File: src/rtl/vdf_pkg.sv
// Shared types and sizing helpers for the VDF squaring loop.
// Holds the loop FSM state type and the coefficient vector layout.
package vdf_pkg;

  localparam int WORD_BITS       = 8;
  localparam int NUM_WORDS       = 4;
  localparam int REDUN_WORD_BITS = 1;

  function automatic int calc_i_word(input int num_words);
    return num_words + 1;
  endfunction

  function automatic int calc_coef_bits(input int word_bits,
                                        input int redun_bits);
    return word_bits + redun_bits;
  endfunction

  localparam int I_WORD    = calc_i_word(NUM_WORDS);
  localparam int COEF_BITS = calc_coef_bits(WORD_BITS,
                                            REDUN_WORD_BITS);

  typedef logic [I_WORD-1:0][COEF_BITS-1:0] coeff_vec_t;

  typedef enum logic [1:0] {
    IDLE  = 2'd0,
    ISSUE = 2'd1,
    WAIT  = 2'd2,
    DONE  = 2'd3
  } loop_state_t;

endpackage

File: src/rtl/poly_sq_loop_ctrl.sv
// Closed-loop iteration controller for the modular squarer (VDF eval).
// Ports: i_val/o_rdy/i_dat/i_iter start job; o_mul_*/i_mul_* squarer
// link; o_val/i_rdy/o_dat result; o_iter_cnt progress; o_err sticky.
module poly_sq_loop_ctrl
  import vdf_pkg::*;
#(
  parameter  int WORD_BITS       = 8,
  parameter  int NUM_WORDS       = 4,
  parameter  int REDUN_WORD_BITS = 1,
  parameter  int ITER_BITS       = 32,
  parameter  int TIMEOUT         = 64,
  localparam int I_WORD          = calc_i_word(NUM_WORDS),
  localparam int COEF_BITS       = calc_coef_bits(WORD_BITS,
                                                  REDUN_WORD_BITS),
  localparam int DW              = I_WORD * COEF_BITS
) (
  input  logic                 i_clk,
  input  logic                 i_rst,
  input  logic                 i_val,
  output logic                 o_rdy,
  input  logic [DW-1:0]        i_dat,
  input  logic [ITER_BITS-1:0] i_iter,
  output logic                 o_mul_val,
  output logic [DW-1:0]        o_mul_dat,
  input  logic                 i_mul_val,
  input  logic [DW-1:0]        i_mul_dat,
  output logic                 o_val,
  input  logic                 i_rdy,
  output logic [DW-1:0]        o_dat,
  output logic [ITER_BITS-1:0] o_iter_cnt,
  output logic                 o_err
);

  localparam int TW = $clog2(TIMEOUT + 1);

  loop_state_t          state;
  logic [ITER_BITS-1:0] rem;
  logic [TW-1:0]        tmo;
  logic [TW-1:0]        tmo_nxt;

  assign o_rdy = (state == IDLE);

  // Counts cycles since the issue pulse; holds at TIMEOUT.
  assign tmo_nxt = (tmo == TW'(TIMEOUT)) ? tmo : tmo + TW'(1);

  // o_mul_dat doubles as the operand register: it is loaded on the
  // edge entering ISSUE so the request pulse and its data line up.
  always_ff @(posedge i_clk) begin
    if (i_rst) begin
      state      <= IDLE;
      rem        <= '0;
      tmo        <= '0;
      o_mul_val  <= 1'b0;
      o_mul_dat  <= '0;
      o_val      <= 1'b0;
      o_dat      <= '0;
      o_iter_cnt <= '0;
      o_err      <= 1'b0;
    end else begin
      unique case (state)
        IDLE: begin
          if (i_val) begin
            o_mul_dat  <= i_dat;
            rem        <= i_iter;
            o_iter_cnt <= '0;
            o_err      <= 1'b0;
            tmo        <= '0;
            if (i_iter == '0) begin
              o_dat <= i_dat;
              o_val <= 1'b1;
              state <= DONE;
            end else begin
              o_mul_val <= 1'b1;
              state     <= ISSUE;
            end
          end
          if (i_mul_val) o_err <= 1'b1;
        end
        ISSUE: begin
          o_mul_val <= 1'b0;
          tmo       <= tmo_nxt;
          state     <= WAIT;
          if (i_mul_val) o_err <= 1'b1;
        end
        WAIT: begin
          if (i_mul_val) begin
            o_iter_cnt <= o_iter_cnt + ITER_BITS'(1);
            rem        <= rem - ITER_BITS'(1);
            tmo        <= '0;
            if (rem == ITER_BITS'(1)) begin
              o_dat <= i_mul_dat;
              o_val <= 1'b1;
              state <= DONE;
            end else begin
              o_mul_dat <= i_mul_dat;
              o_mul_val <= 1'b1;
              state     <= ISSUE;
            end
          end else if (tmo_nxt == TW'(TIMEOUT)) begin
            o_err <= 1'b1;
            state <= IDLE;
          end else begin
            tmo <= tmo_nxt;
          end
        end
        DONE: begin
          if (i_rdy) begin
            o_val <= 1'b0;
            state <= IDLE;
          end
          if (i_mul_val) o_err <= 1'b1;
        end
      endcase
    end
  end

endmodule

File: config.mk
export PLATFORM = sky130hd
export DESIGN_NAME = poly_sq_loop_ctrl
export DESIGN_NICKNAME = d
export VERILOG_FILES = /design/src/rtl/vdf_pkg.sv /design/src/rtl/poly_sq_loop_ctrl.sv
export SDC_FILE = /design/constraint.sdc
export NUM_CORES = 1
export LEC_CHECK = 0
export CAP_MARGIN = 20
export CORE_UTILIZATION = 51
export DETAILED_ROUTE_END_ITERATION = 8
export PLACE_DENSITY_LB_ADDON = 0.08
export SYNTH_ARGS = -nofsm -noshare
export SYNTH_HDL_FRONTEND = slang
export SYNTH_SLANG_ARGS = --single-unit
File: constraint.sdc
create_clock -name i_clk -period 7.8 [get_ports i_clk]
set_clock_uncertainty 0.15 [all_clocks]
set_input_delay 1.17 -clock i_clk [delete_from_list [all_inputs] [get_ports i_clk]]
set_output_delay 1.17 -clock i_clk [all_outputs]
set_load 0.02 [all_outputs]
==> impl_metrics.tcl <==
set metrics [dict create \
    drt_pass1_iterations 5 \
    grt_pass1_wl_um 35900 \
    drtAntennaViolNets 0 \
    track_usage_pct 27.8 \
    crit_type "in2reg" \
    crit_family "simple AND/OR/NAND/NOR gates" \
    period_needed_ns 4.31 \
    drt-total-wl_um 22400 \
    rsz0062_at_grt "no" \
    dieArea_mm2 0.0162 \
    final_common_cell "clkdlybuf4s50_1" \
    synth_top_flop_cell "dfxtp_1" \
    dr.first_iter.drc_count 541 \
    cts_max_level 4 \
    overflow 0 \
    worst_ep_arrival_time_ns 4.50 \
    relSlewSlack_pct 27.0 \
    worst_path_max_delay_cell "buf_4" \
    clkPwrFrac_pct 19.2 \
    holdBufCountCts 0 \
    synth.area.top_cells "dfxtp_1 41%, nor2_1 7.5%, a211oi_2 7.0%, mux2i_1 6.0%, a211oi_1 4.8%" \
    path_clk_slew_ns 0.07 \
    p_per_area_mw_per_mm2 371 \
    worstSetupEndpointType "register" \
    met2_usage_pct 45.9 \
    tightest_slew_ns 1.09 \
    cts.sinks 166 \
    drive_gt1_share_pct 8.84 \
    peakVddDrop_mv 0.273 \
    hold_viol 0 \
    postCtsSetupBuffers 0 \
    dr_total_vias 7653 \
    top_usage_layer "met2" \
    num_rows 45 \
    setup_violations 0 \
    via_per_inst 5.66 \
    pin_count 253 \
    root_buffer "clkbuf_16" \
    syn_area_mm2 0.00803 \
    diodes 0 \
    ys_types 63 \
    yosysTopAreaCell "dfxtp_1" \
    start_util_pct 52.6 \
    drc 0 \
    antenna_found_initial 0 \
    final_core_util_pct 73.0 \
    fmax_mhz 232 \
    syn-num-nets 1053 \
    syn_avg_cell_area_um2 8.76 \
    synth-edff-count 0 \
    place.detailed.hpwl_um 15600 \
    synth-seq-area-share_pct 41.4 \
    yosys.area.top_type_share_pct 41.4 \
    ctsResizeCount 0 \
    fin_crit_sh_pct 55.3 \
    status "finished, final reports clean" \
    area_growth_syn_to_layout_pct 38.7 \
    core_mm2 0.0153 \
    maxCapViolCount 0 \
    met3_usage_pct 8.08 \
    comb_power_share_pct 49.8 \
    gp_congestion 0.852 \
    cp_cell_sequence "clkdlybuf4s50_1 -> nor4_1 -> nand4_1 -> o21ai_0 -> and3_4 -> buf_4 -> nor2_1 -> a211oi_2" \
    hp-class "reg2reg" \
    maxSlewViolCount 0 \
    cell_internal_pwr_uw 2370 \
    clk_latency_ns 0.43 \
    numPortBuffers 252 \
    die_y_um 127 \
    routedWlPerCell_um 16.5 \
    seq_power_share_pct 31.0 \
    leakagePower_uw 0.00378 \
    grt_max_degree 84 \
    max_stage_delay_ns 0.67 \
    clockBufferDepth 2 \
    ys.warnings.count 0 \
    numCtsBuffers 17 \
    cp.required_ns 7.99 \
    p_sw_share_pct 42.7 \
    synth_cells 916 \
    fin_nets 1266 \
    die_x_um 127 \
    grt_pass1_vias 7223 \
    final.setup.tns_ns 0 \
    cp_num_buf_inv 2 \
    power.switching_uw 1760 \
    cts_tree "yes" \
    ys_seq_elements 166 \
    synthArstFlopShare_pct 0 \
    crit_path_start_kind "primary input" \
    final_cell_mix "251 x clkdlybuf4s50_1, 166 x dfxtp_1, 160 x nor2_1" \
    cp_max_fo 58 \
    grt_use_met1_pct 34.0 \
]
## cell type report
type,count,area [µm²]
Inverter,16,60.1
Tap cell,211,264
Timing Repair Buffer,259,2570
Clock inverter,12,92.6
Fill cell,1196,4130
Sequential cell,166,3320
Multi-Input combinational cell,669,4360
Clock buffer,20,457
## routing by layer
layer	up-vias	share of wire [%]
li1	3771	-
met1	3546	42
met5	-	0
met4	0	2.5
met3	45	7.6
met2	291	48
## final timing paths
check,depth (start not counted),slack (ns),endpoint,start
setup reg to reg,9,3.93,o_mul_dat[17],state[0]
hold reg to reg,2,0.33,tmo[6],tmo[6]
setup / recovery,8,3.49,o_dat[20],i_iter[11]
hold / removal,2,0.33,tmo[6],tmo[6]
## logic make-up (layout without fill, tap and decap cells)
kind of cell,after synthesis,in the layout,share of synthesized area (%)
mux,49,49,6.13
xor+xnor,29,29,3.17
fa+ha+maj,10,10,1.56
simple gates,347,347,20.4
compound gates,234,234,22.7
flops,166,166,41.4
buf+inv,81,307,4.60
## tightest hold or removal path: stages (launching register included)
cell and delay [ns]:
dfxtp_1 0.33, nand2_1 0.06, a21oi_1 0.05
## power by group through the flow
stage	clock network (µW)	logic (µW)	registers, µW
5_1_grt	835	2230	1310
3_5_place_dp	0	2040	1290
2_1_floorplan	0	1130	1490
6_report	791	2050	1280
4_1_cts	798	2060	1280
3_3_place_gp	0	2020	1280
## metrics by stage
step                cells  setup WS [ns]  total power [µW]  instance area, µm²  hold WS, ns
floorplan             916           4.61              2620                8030        0.294
global placement     1321           3.16              3300               10600        0.310
detailed placement   1321           3.09              3330               10600        0.320
CTS                  1353           3.51              4130               11100        0.330
global route         1353           3.30              4380               11100        0.361
finish               1353           3.49              4130               11100        0.329
## Yosys cell counts, types with 4 or more instances
cell,instances
buf_4,5
dfxtp_1,166
o31a_1,4
ha_1,10
nand2_1,48
nand4_1,13
a211oi_1,51
or4_1,8
and3_1,10
xnor2_1,8
inv_1,15
o22ai_1,4
a31oi_1,8
a211oi_2,45
clkbuf_1,45
xor2_1,21
buf_6,5
o31ai_1,4
buf_2,7
a22oi_1,6
nor4_1,19
mux2i_1,48
nor2b_1,7
nor2_1,161
or3_1,15
a21oi_1,41
nand2b_1,6
nor3_1,21
nand3_1,22
o21ai_0,38
## flip-flops by register name, indices dropped and copies added (netlist names)
signal,flops
o_dat,45
o_err,1
o_iter_cnt,32
o_mul_dat,45
o_mul_val,1
o_val,1
rem,32
state,2
tmo,7
Note: power is estimated with default switching activity, not from simulation.
==> RTL edit: new RTL, config.mk and constraints unchanged <==
Reset style: asynchronous (`i_rst`), changed in one clocked block.
--- a/src/rtl/poly_sq_loop_ctrl.sv
+++ b/src/rtl/poly_sq_loop_ctrl.sv
@@ -47,3 +47,3 @@
   // edge entering ISSUE so the request pulse and its data line up.
-  always_ff @(posedge i_clk) begin
+  always_ff @(posedge i_clk or posedge i_rst) begin
     if (i_rst) begin
Function: differs if i_rst is asserted again (counterexample within 4 cycles, from zero or initial values and one cycle with i_rst high); with i_rst held inactive, the same outputs for 4 cycles.
==> RTL edit against the original RTL <==
Sequential cell count is the same; count of clock-buffer cells in the layout unchanged; global-route usage rose by 0.49 points; maximum frequency increased by 1.5%; hold slack gained 0.67 ps; die area rose by 2.9%; design area up 3.1%; power up 9.2%; setup slack gained 63 ps; area after synthesis is 3.0% higher; register-to-register slack worse by 380 ps; first-iteration DRC count grew 17%; routed wire length increased by 1.9%; clock power grew 7.6%; critical path type is now register to register; critical endpoint is now o_mul_dat[7]; largest cell class is now sequential cells.
==> RTL edit: results (changes against the original RTL) <==
Timing
  – Final worst setup slack: 3550 ps (was 3490 ps)
  – Max-slew headroom: 0.332 (was 0.270)
  – WHS: 330 ps (was 329 ps)

Synthesis
  – Seq/Total Area, Yosys: 0.503 (was 0.414)
  – Multiplexer share of the synthesized area: 0.0595 (was 0.0613)
  – Synth Area in XOR/XNOR: 0.0286 (was 0.0316)
  – Syn Area/Cell: 9.30 sq um (was 8.76 sq um)
  – Post-Synthesis Net Count: 1025 (was 1053)
  – Synth Area in Compound Gates: 0.163 (was 0.227)
  – Yosys cell types: 60 (was 63)
  – Adder-cell share of the synthesized area: 0.0136 (was 0.0156)
  – Post-synth ARST share: 1.00 (was 0)
  – Primary FF master, synth: dfrtp_1 (was dfxtp_1)
  – Most area-consuming cells after synthesis: dfrtp_1, nand2_1, mux2i_1, o21ai_0, a21oi_1 (was dfxtp_1, nor2_1, a211oi_2, mux2i_1, a211oi_1)
  – Synth cell count leaders: dfrtp_1, nand2_1, o21ai_0 (was dfxtp_1, nor2_1, a211oi_1)

Final layout
  – #MultiIn Comb: 654 (was 669)
  – Inverters: 17 (was 16)
  – Sequential cell area share: 0.362 (was 0.298)
  – Multi-input gate area: 0.00382 sq mm (was 0.00436 sq mm)
  – Layout cell share with drive strength beyond 1: 0.0496 (was 0.0884)
  – Fillers: 1199 (was 1196)

Place
  – Pre-CTS setup slack: 3520 ps (was 3090 ps)
  – Inst Count DP: 1312 (was 1321)
  – Detail Placement HPWL: 15800 microns (was 15600 microns)
  – Final Wtd Congestion: 0.847 (was 0.852)

Setup path
  – R2R Path End: o_mul_dat[7] (was o_mul_dat[17])
  – Worst Path Max Fanout: 90 (was 58)
  – Critical path arrival: 4370 ps (was 4500 ps)
  – Critical Path Start: state[0] (was i_iter[11])
  – Max incr delay on CP: 840 ps (was 670 ps)
  – R2R depth: 7 (was 9)

Power
  – Worst vdd ir: 0.298 mV (was 0.273 mV)
  – Cell internal pwr: 2610 uW (was 2370 uW)
  – P_leak: 0.00465 uW (was 0.00378 uW)

Drt
  – Via count: 7498 (was 7653)
  – Starting DRT DRC Count: 632 (was 541)
  – Vias per cell: 5.58 (was 5.66)
  – WL/cell: 17.0 microns (was 16.5 microns)

Clocking
  – Post-CTS Setup Inserts: 0 (unchanged)

Global routing
  – Vias in the first global route: 7209 (was 7223)
  – Largest net degree at the start of global routing: 100 (was 84)
  – GRT Total Usage: 0.283 (was 0.278)
  – First-pass GRT wire length: 36500 microns (was 35900 microns)

Min path
  – Worst Hold End: o_dat[35] (was tmo[6])
  – Hold_sp: o_dat[35] (was tmo[6])

Run status
  – Status: complete, no violations (unchanged)
RTL edit: per-stage QoR:
step	instance area [sq um]	total power, uW
4_1_cts	11500	4530
2_1_floorplan	8260	2830
6_report	11500	4510
3_5_place_dp	10900	3670
3_3_place_gp	10900	3600
5_1_grt	11500	4810
RTL edit: cell families after synthesis:
kind of cell | Yosys count
adders and majority gates | 9
buffers and inverters | 69
AOI/OAI and AO/OA | 237
xor gates and xnor gates | 27
DFF | 166
and+or+nand+nor | 332
muxes | 49
RTL edit: power by group through the flow:
stage,registers [uW],logic (uW),clock network (uW)
2_1_floorplan,1710,1110,0
3_3_place_gp,1460,2140,0
3_5_place_dp,1470,2200,0
4_1_cts,1470,2190,868
5_1_grt,1520,2390,897
6_report,1470,2180,851
RTL edit: layer usage:
layer  GRT usage  share of wire
met5           0              0
met4      0.0907          0.018
met3      0.0859          0.072
met2       0.457           0.49
met1       0.365           0.42
